[config.mk]
export PLATFORM = sky130hd
export DESIGN_NAME = ps2_rx_fifo
export DESIGN_NICKNAME = d
export VERILOG_FILES = /design/src/rtl/ps2_rx_fifo.sv
export SDC_FILE = /design/constraint.sdc
export NUM_CORES = 1
export LEC_CHECK = 0
export ABC_AREA = 1
export CAP_MARGIN = 5
export CORE_UTILIZATION = 47
export CTS_BUF_LIST = sky130_fd_sc_hd__clkbuf_16
export DETAILED_ROUTE_END_ITERATION = 10
export GPL_ROUTABILITY_DRIVEN = 0
export GPL_TIMING_DRIVEN = 0
export HOLD_SLACK_MARGIN = 0.08
export SLEW_MARGIN = 20
export SYNTH_ARGS = -nofsm -noshare
export SYNTH_HDL_FRONTEND = slang
export SYNTH_SLANG_ARGS = --single-unit
[constraint.sdc]
create_clock -name clk -period 5.5 [get_ports clk]
set_input_delay 0.55 -clock clk [delete_from_list [all_inputs] [get_ports clk]]
set_output_delay 0.55 -clock clk [all_outputs]
set_load 0.01 [all_outputs]
[src/rtl/ps2_rx_fifo.sv]
// PS/2 device-to-host receiver: synchronised/deglitched inputs, 11-bit frame decode, FWFT output FIFO.
// Optional statistics counters are enabled by defining PS2_RX_STATS_EN.
module ps2_rx_fifo #(
   parameter int unsigned FILTER_LEN  = 4,
   parameter int unsigned TIMEOUT_CYC = 5000,
   parameter int unsigned FIFO_DEPTH  = 8,
   parameter int unsigned LVL_W       = 4
) (
   input  logic             clk,
   input  logic             rst_n,
   input  logic             ps2_clk_i,
   input  logic             ps2_data_i,
   output logic [7:0]       rx_data,
   output logic             rx_valid,
   input  logic             rx_ready,
   output logic [LVL_W-1:0] fifo_level,
   output logic             err_parity,
   output logic             err_frame,
   output logic             overflow,
`ifdef PS2_RX_STATS_EN
   input  logic             stat_clr,
   output logic [15:0]      stat_ok,
   output logic [15:0]      stat_perr,
   output logic [15:0]      stat_ferr,
   output logic [15:0]      stat_ovf,
`endif
   output logic             busy
);

   localparam int unsigned FLT_W = $clog2(FILTER_LEN + 1);
   localparam int unsigned TO_W  = $clog2(TIMEOUT_CYC + 1);
   localparam int unsigned PTR_W = $clog2(FIFO_DEPTH);

   typedef enum logic [2:0] {S_IDLE, S_START, S_DATA, S_PARITY, S_STOP} state_t;

   state_t r_state, w_next;

   logic [1:0]       r_clk_sync, r_dat_sync;
   logic [FLT_W-1:0] r_clk_fcnt, r_dat_fcnt;
   logic             r_clk_filt, r_dat_filt, r_clk_filt_d;
   logic             w_fall;
   logic [TO_W-1:0]  r_to_cnt;
   logic             w_timeout;
   logic [7:0]       r_sreg;
   logic [2:0]       r_bit_cnt;
   logic             r_par;
   logic             w_push_req, w_perr, w_ferr;
   logic             w_full, w_pop, w_wr, w_ovf;
   logic [7:0]       r_mem [FIFO_DEPTH];
   logic [PTR_W-1:0] r_wr_ptr, r_rd_ptr;
   logic [LVL_W-1:0] r_level;
   logic             r_err_parity, r_err_frame, r_overflow;

   always_ff @(posedge clk or negedge rst_n) begin
      if (!rst_n) begin
         r_clk_sync <= '1;
         r_dat_sync <= '1;
      end else begin
         r_clk_sync <= {r_clk_sync[0], ps2_clk_i};
         r_dat_sync <= {r_dat_sync[0], ps2_data_i};
      end
   end

   // Filtered level flips only after FILTER_LEN consecutive samples disagree with it
   always_ff @(posedge clk or negedge rst_n) begin
      if (!rst_n) begin
         r_clk_filt <= 1'b1;
         r_clk_fcnt <= '0;
      end else if (r_clk_sync[1] == r_clk_filt) begin
         r_clk_fcnt <= '0;
      end else if (r_clk_fcnt == FLT_W'(FILTER_LEN - 1)) begin
         r_clk_filt <= r_clk_sync[1];
         r_clk_fcnt <= '0;
      end else begin
         r_clk_fcnt <= r_clk_fcnt + FLT_W'(1);
      end
   end

   always_ff @(posedge clk or negedge rst_n) begin
      if (!rst_n) begin
         r_dat_filt <= 1'b1;
         r_dat_fcnt <= '0;
      end else if (r_dat_sync[1] == r_dat_filt) begin
         r_dat_fcnt <= '0;
      end else if (r_dat_fcnt == FLT_W'(FILTER_LEN - 1)) begin
         r_dat_filt <= r_dat_sync[1];
         r_dat_fcnt <= '0;
      end else begin
         r_dat_fcnt <= r_dat_fcnt + FLT_W'(1);
      end
   end

   always_ff @(posedge clk or negedge rst_n) begin
      if (!rst_n) r_clk_filt_d <= 1'b1;
      else        r_clk_filt_d <= r_clk_filt;
   end

   assign w_fall = r_clk_filt_d & ~r_clk_filt;

   always_ff @(posedge clk or negedge rst_n) begin
      if (!rst_n)                             r_to_cnt <= '0;
      else if (r_state == S_IDLE || w_fall)   r_to_cnt <= '0;
      else if (r_to_cnt != TO_W'(TIMEOUT_CYC)) r_to_cnt <= r_to_cnt + TO_W'(1);
   end

   assign w_timeout = (r_state != S_IDLE) && !w_fall && (r_to_cnt == TO_W'(TIMEOUT_CYC - 1));

   always_ff @(posedge clk or negedge rst_n) begin
      if (!rst_n) r_state <= S_IDLE;
      else        r_state <= w_next;
   end

   always_comb begin
      w_next = r_state;
      case (r_state)
         S_IDLE:   if (w_fall && !r_dat_filt) w_next = S_START;
         S_START:  w_next = S_DATA;
         S_DATA:   if (w_fall && r_bit_cnt == 3'd7) w_next = S_PARITY;
         S_PARITY: if (w_fall) w_next = S_STOP;
         S_STOP:   if (w_fall) w_next = S_IDLE;
         default:  w_next = S_IDLE;
      endcase
      if (w_timeout) w_next = S_IDLE;
   end

   always_comb begin
      w_push_req = 1'b0;
      w_perr     = 1'b0;
      w_ferr     = 1'b0;
      busy       = (r_state != S_IDLE);
      if (w_timeout) begin
         w_ferr = 1'b1;
      end else if (r_state == S_STOP && w_fall) begin
         if (!r_dat_filt)                w_ferr     = 1'b1;
         else if (^{r_sreg, r_par} == 1'b0) w_perr  = 1'b1;
         else                            w_push_req = 1'b1;
      end
   end

   always_ff @(posedge clk or negedge rst_n) begin
      if (!rst_n) begin
         r_sreg    <= '0;
         r_bit_cnt <= '0;
         r_par     <= 1'b0;
      end else if (w_timeout) begin
         r_sreg    <= '0;
         r_bit_cnt <= '0;
      end else begin
         case (r_state)
            S_START: r_bit_cnt <= '0;
            S_DATA: if (w_fall) begin
               r_sreg    <= {r_dat_filt, r_sreg[7:1]};
               r_bit_cnt <= r_bit_cnt + 3'd1;
            end
            S_PARITY: if (w_fall) r_par <= r_dat_filt;
            default: ;
         endcase
      end
   end

   // A pop in the same cycle frees the slot, so a push into a full FIFO is still accepted
   assign w_full = (r_level == LVL_W'(FIFO_DEPTH));
   assign w_pop  = rx_ready & (r_level != '0);
   assign w_wr   = w_push_req & (~w_full | w_pop);
   assign w_ovf  = w_push_req & w_full & ~w_pop;

   always_ff @(posedge clk or negedge rst_n) begin
      if (!rst_n) begin
         for (int unsigned i = 0; i < FIFO_DEPTH; i++) r_mem[i] <= '0;
      end else if (w_wr) begin
         r_mem[r_wr_ptr] <= r_sreg;
      end
   end

   always_ff @(posedge clk or negedge rst_n) begin
      if (!rst_n) begin
         r_wr_ptr <= '0;
         r_rd_ptr <= '0;
         r_level  <= '0;
      end else begin
         if (w_wr)  r_wr_ptr <= r_wr_ptr + PTR_W'(1);
         if (w_pop) r_rd_ptr <= r_rd_ptr + PTR_W'(1);
         case ({w_wr, w_pop})
            2'b10:   r_level <= r_level + LVL_W'(1);
            2'b01:   r_level <= r_level - LVL_W'(1);
            default: ;
         endcase
      end
   end

   always_ff @(posedge clk or negedge rst_n) begin
      if (!rst_n) begin
         r_err_parity <= 1'b0;
         r_err_frame  <= 1'b0;
         r_overflow   <= 1'b0;
      end else begin
         r_err_parity <= w_perr;
         r_err_frame  <= w_ferr;
         r_overflow   <= w_ovf;
      end
   end

   assign rx_data    = r_mem[r_rd_ptr];
   assign rx_valid   = (r_level != '0);
   assign fifo_level = r_level;
   assign err_parity = r_err_parity;
   assign err_frame  = r_err_frame;
   assign overflow   = r_overflow;

`ifdef PS2_RX_STATS_EN
   logic [15:0] r_stat_ok, r_stat_perr, r_stat_ferr, r_stat_ovf;

   always_ff @(posedge clk or negedge rst_n) begin
      if (!rst_n) begin
         r_stat_ok   <= '0;
         r_stat_perr <= '0;
         r_stat_ferr <= '0;
         r_stat_ovf  <= '0;
      end else if (stat_clr) begin
         r_stat_ok   <= '0;
         r_stat_perr <= '0;
         r_stat_ferr <= '0;
         r_stat_ovf  <= '0;
      end else begin
         if (w_wr   && r_stat_ok   != '1) r_stat_ok   <= r_stat_ok   + 16'd1;
         if (w_perr && r_stat_perr != '1) r_stat_perr <= r_stat_perr + 16'd1;
         if (w_ferr && r_stat_ferr != '1) r_stat_ferr <= r_stat_ferr + 16'd1;
         if (w_ovf  && r_stat_ovf  != '1) r_stat_ovf  <= r_stat_ovf  + 16'd1;
      end
   end

   assign stat_ok   = r_stat_ok;
   assign stat_perr = r_stat_perr;
   assign stat_ferr = r_stat_ferr;
   assign stat_ovf  = r_stat_ovf;
`endif

endmodule

[Word level (Yosys, flattened, before mapping)]
Index checks and enable logic that the tools add are counted.
Operators by class
  multiplexer cells: 36
  magnitude comparators: 3
  add/sub/neg operators: 8
  reductions and logical operators: 24
  equality and inequality tests: 19
  bitwise gates (word level): 14
Operators with widths (number)
  bitwise mux 64 bit: 1
  two-way mux 8 bit: 6
  two-way mux 3 bit: 11
  two-way mux 13 bit: 2
  binary-select mux 8 bit (select 3 bit): 1
  demux 8 bit (select 3 bit): 1
  adder 3 x 1 -> 3 bit (second input constant): 5
  case mux 3 bit (5 select lines): 1
  adder 13 x 1 -> 13 bit (second input constant): 1
  equality test 13 bit (second input constant): 1
  != test 13 bit (second input constant): 1
  equality test 3 x 2 -> 1 bit (second input constant): 4
  != test 3 bit (second input constant): 4
  two-way mux 1 bit: 11
  parity 9 bit: 1
  greater-or-equal comparator 4 bit (second input constant): 2
  inverter 3 -> 4 bit: 2
  case mux 4 bit (2 select lines): 1
  AND reduction 2 bit: 4
  nonzero test 2 bit: 4
  equality test 3 bit (second input constant): 2
  logical AND 1 bit: 6
  inverter 1 bit: 6
  case mux 3 bit (2 select lines): 1
  18 further kinds: 25
Word-level totals
  output and inout port bits: 17
  input port bits: 5
  register bits: 118

[Depth between registers and ports, before layout]
  depth in word-level cells: 9
  mapped depth: 20

[Least setup slack after synthesis]
OpenSTA, ideal clock, no wires.
  path type: register to register
  start point: register r_clk_filt_d
  end point: register r_level[2] (netlist: fifo_level[2])
  data required time: 5.381 ns
  buffers on the path: 1
  clock period less this slack: 2.548 ns
  arrival: 2.430 ns
  path slack: 2.952 ns
  stages on the path, launching flop included: 16
  path through: dfstp_2 > inv_1 > nor2_1 > nand4_1 > nor2_4 > clkbuf_8 > nand2_4 > ha_1 > nand2_1 > inv_1 > nor2_1 > ha_1 > a21oi_1 > a21oi_1 > o21ai_0 > o21a_1
On the way
  longest elaborated chain between the ends: 8
  elaborated cells between the ends (all ways): 12
  classes of those cells: 2 x eq/ne; 3 x mux; 2 x bitwise; 5 x reduce/logical
Ends and longest elaborated chain
  start, declared: RTL line 40  | logic r_clk_filt, r_dat_filt, r_clk_filt_d;
  start signal, assigned: RTL line 95  | else r_clk_filt_d <= r_clk_filt;
  bitwise AND 1 bit (*): RTL line 98  | assign w_fall = r_clk_filt_d & ~r_clk_filt;
  logical NOT 1 bit: RTL line 106  | assign w_timeout = (r_state != S_IDLE) && !w_fall && (r_to_cnt == TO_W'(TIMEOUT_CYC - 1));
  logical AND 1 bit (2 in a row): RTL line 106
  two-way mux 1 bit (*): RTL line 131  | if (w_timeout) begin
  bitwise AND 1 bit (*): RTL line 164  | assign w_wr = w_push_req & (~w_full | w_pop);
  equality test 2 x 1 -> 1 bit or equality test 2 bit (tied branches): RTL line 183  | case ({w_wr, w_pop})
  case mux 4 bit (2 select lines) or nonzero test 2 bit (tied branches)
  end signal, assigned: RTL line 184  | 2'b10: r_level <= r_level + LVL_W'(1);
  end signal, assigned: RTL line 185  | 2'b01: r_level <= r_level - LVL_W'(1);
  end, declared: RTL line 51  | logic [LVL_W-1:0] r_level;
Every way passes the cells marked *; elsewhere a longest branch is shown, timed or not.
A chain may end at the register's enable or synchronous reset.

[Worst setup path in the final report]
  start point: register r_rd_ptr[1]
  end point: output rx_data[5]
On the way
  longest elaborated chain between the ends: 4
Ends and longest elaborated chain
  start, declared: RTL line 50  | logic [PTR_W-1:0] r_wr_ptr, r_rd_ptr;
  start signal, assigned: RTL line 182  | if (w_pop) r_rd_ptr <= r_rd_ptr + PTR_W'(1);
  inverter 3 -> 4 bit (implied by the code): RTL line 203  | assign rx_data = r_mem[r_rd_ptr];
  binary-select mux 8 bit (select 3 bit): RTL line 203
  two-way mux 8 bit (implied by the code) (2 in a row): RTL line 203
  end, declared: RTL line 13  | output logic [7:0] rx_data,
Every way passes these cells. The select of a mux whose other input is x is not followed.

==> key figures <==
Floorplanning
  • Core ar.: 12700 µm²
  • Die Span X: approximately 120 µm
  • Initial core utilization: about half
  • DIE AREA: between 10000 and 15000 µm²
  • Die Y-Extent: ~120 µm
  • Row count: 41
  • IO Count: 22

Global routing
  • First-pass GRT wire length: around 25 mm
  • Vias in the first global route: just under 5000
  • Antenna violations before repair: 0
  • Grt total ovfl: 0
  • Pin count of the biggest net entering global routing: approximately 70
  • Total Routing Usage GR: around a quarter

Power and ir drop
  • Comb power frac: between 30% and 40%
  • Leakage: between 3 and 4 nW
  • Clock share of power: between 30% and 40%
  • Switching power of the nets: 1.35 mW
  • Sequential share of power: a little under a third
  • Power per cell area: a little under 500 nW/µm²
  • Sw Ratio: about 38%
  • Worst vdd ir: between 0.2 and 0.3 mV
  • Cell internal pwr: between 2 and 2.5 mW
  • Power after layout: around 3.6 mW

STA
  • Post-route setup TNS: 0 ns
  • Setup-failing EPs final: 0
  • Final worst-path cycle share: between 50% and 60%
  • Hold_ws: about 0.14 ns
  • Fmax achieved: 0.307 GHz
  • Final Max Slew Viols: 0
  • Final worst setup slack: between 2 and 2.5 ns
  • Final Hold Vio Count: 0
  • Minimum clock period: approximately 3.3 ns
  • Max-slew headroom: a little under half
  • Final Skew: approximately 0.0082 ns
  • RSZ-0062 raised after global routing: no
  • Worst Max-Slew Pin Slew: between 0.7 and 0.8 ns

Setup path
  • CP required: approximately 5 ns
  • Critical Path Start Type: flip-flop
  • CP Max Fanout: 10
  • FF-to-FF path depth: 15
  • Critical path class: reg2out
  • Crit path capture type: output pin
  • WP data arrival: approximately 2.7 ns

Placement
  • DP Worst Slack: between 2 and 2.5 ns
  • Placed Cells: 931
  • Final HPWL DP: 10.6 mm
  • Buffers on Ports: 21

Synthesis
  • Fraction of registers with async set/reset: 100%
  • Number of flops mapped to enable cells by yosys: 0
  • Xor-xnor portion of the synthesized cell area: between 1 and 1.5%
  • Mapped Area: between 6000 and 7000 µm²
  • Main synth FF type: dfrtp_1
  • Post-synthesis mux area share: 0.184%
  • Top cell type's share of synthesized area: 45.4%
  • Flops & latches, synth: 118
  • Synthesis Warnings: 0
  • Post-synthesis simple-gate area fraction: 31.9%
  • Library cells used by synthesis: 37
  • Synth area leaders: dfrtp_1 (45%), nand2_1 (12%), nand4_1 (7.1%)
  • Post-synthesis compound-gate area fraction: under 10%
  • Syn Nets: around 750
  • Avg Inst Size Synth: 8.31 µm²
  • Cells after Synth: 737
  • Post-synthesis adder-cell area fraction: roughly 2.2%
  • Synth area leader: dfrtp_1
  • Largest family of logic cells by synthesized area: simple AND/OR/NAND/NOR gates
  • Seq/Total Area, Yosys: 48.4%

Worst hold path
  • Hold Path Class: in2async

Run
  • Max Cap Violations: 0

Detailed routing
  • Post-DRT Antenna Nets: 0
  • DRC Markers: 0
  • WL final: between 15 and 20 mm
  • Wire length per cell: around 16 µm
  • Starting DRT DRC Count: 442
  • Drt via density: approximately 5.4
  • DR pass1 iterations: 6
  • Vias: approximately 5200

Clock tree
  • Clk slew on worst S/H paths: roughly 0.060 ns
  • Clock buffer count from CTS: 17
  • Hold Buf Count CTS: 0
  • Clock sinks: approximately 120
  • Clock root cell: clkbuf_16
  • Htree depth: 4
  • Post-CTS Setup Repair Bufs: 0
  • Clock Latency Late Sink: about 0.42 ns
  • CTS resizes: 0
  • CTS tree: done
  • Clk buf depth: 2

Final layout
  • Antenna diodes: 0
  • Layout Cells excl Fill: about 960
  • Final net count: a little under 800
  • Layout area overhead: 17.9%
  • Fraction of layout cells with a size suffix above 1: 11.5%

Status
  • Run status: finished clean
layer usage:
metal	up-vias	global-route usage (%)	wire length, µm
met5	-	0	0
met4	0	9.40	306
met3	27	5.60	747
met2	125	39.4	7310
met1	2520	34.0	7060
li1	2570	-	-
cell usage in the layout (no fill, tap or decap), types with 8 or more instances in the layout:
cell	instances
o22ai_1	8
nor2_1	89
ha_1	11
a21oi_1	11
clkbuf_16	17
clkbuf_1	12
nor2_2	9
o21ai_0	54
clkdlybuf4s50_1	20
a31oi_1	8
nand2_1	201
nand4_1	69
inv_1	50
dfrtp_1	111
nand3_1	29
Yosys cell counts, types with 8 or more instances:
master	n
nand2_1	201
dfrtp_1	111
nor2_1	89
nand4_1	69
o21ai_0	54
inv_1	50
nand3_1	29
clkbuf_1	12
a21oi_1	11
ha_1	11
nor2_2	9
a31oi_1	8
o22ai_1	8
metrics by stage:
| step | instance area (µm²) | utilization, % |
|---|---|---|
| floorplan | 6120 | - |
| global placement | 6550 | 51.7 |
| detailed placement | 6580 | 51.9 |
| CTS | 7220 | 57.0 |
| global route | 7220 | 57.0 |
| finish | 7220 | 57.0 |
cells by family after synthesis:
family	Yosys count
AOI/OAI and AO/OA	90
xor gates and xnor gates	9
adders and majority gates	11
buffers and inverters	89
DFF	118
muxes	1
and+or+nand+nor	419
worst max-delay path: stages (launching register included):
cell and delay [ns]:
dfrtp_1 0.47, inv_1 0.19, clkbuf_1 0.41, o21ai_0 0.18
o22ai_1 0.18, nor2_1 0.06, a31oi_1 0.21, clkdlybuf4s50_1 0.57
sequential cells by signal (all words and copies together), names as in the netlist:
signal and flops:
err_frame 1, err_parity 1, fifo_level 4, overflow 1, r_bit_cnt 3, r_clk_fcnt 3, r_clk_filt 1, r_clk_filt_d 1
r_clk_sync 2, r_dat_fcnt 3, r_dat_filt 1, r_dat_sync 2, r_mem 64, r_par 1, r_rd_ptr 3, r_sreg 8
r_state 3, r_to_cnt 13, r_wr_ptr 3
final timing paths:
| kind | end | start | slack, ns |
|---|---|---|---|
| max | rx_data[5] | r_rd_ptr[1]$_DFFE_PN0P_ | 2.24 |
| min | r_mem[1]$_DFFE_PN0P_ | rst_n | 0.14 |
| max reg2reg | fifo_level[2]$_DFFE_PN0P_ | r_clk_filt_d$_DFF_PN1_ | 2.43 |
| min reg2reg | r_clk_sync[1]$_DFF_PN1_ | r_clk_sync[0]$_DFF_PN1_ | 0.36 |
| max in group asynchronous | r_clk_sync[0]$_DFF_PN1_ | rst_n | 4.60 |
| min in group clk | r_clk_sync[1]$_DFF_PN1_ | r_clk_sync[0]$_DFF_PN1_ | 0.36 |
power groups by stage:
| stage | Combinational [mW] | Clock [mW] | Sequential, mW |
|---|---|---|---|
| after floorplan | 0.831 | 0 | 1.07 |
| final | 1.28 | 1.21 | 1.08 |
| after global routing | 1.42 | 1.27 | 1.09 |
| after global placement | 1.24 | 0 | 1.08 |
| after CTS | 1.27 | 1.23 | 1.08 |
| after detailed placement | 1.26 | 0 | 1.09 |
final cells by class:
type,instances,area [µm²]
flip-flops and latches,118,2960
multi-input cells,530,2670
clock inverters,15,218
clock buffers,17,425
inverters,53,199
repair buffers,22,239
well taps,172,215
plain buffers,36,294
fillers,1183,5450
Power figures use the tool's default switching activity.
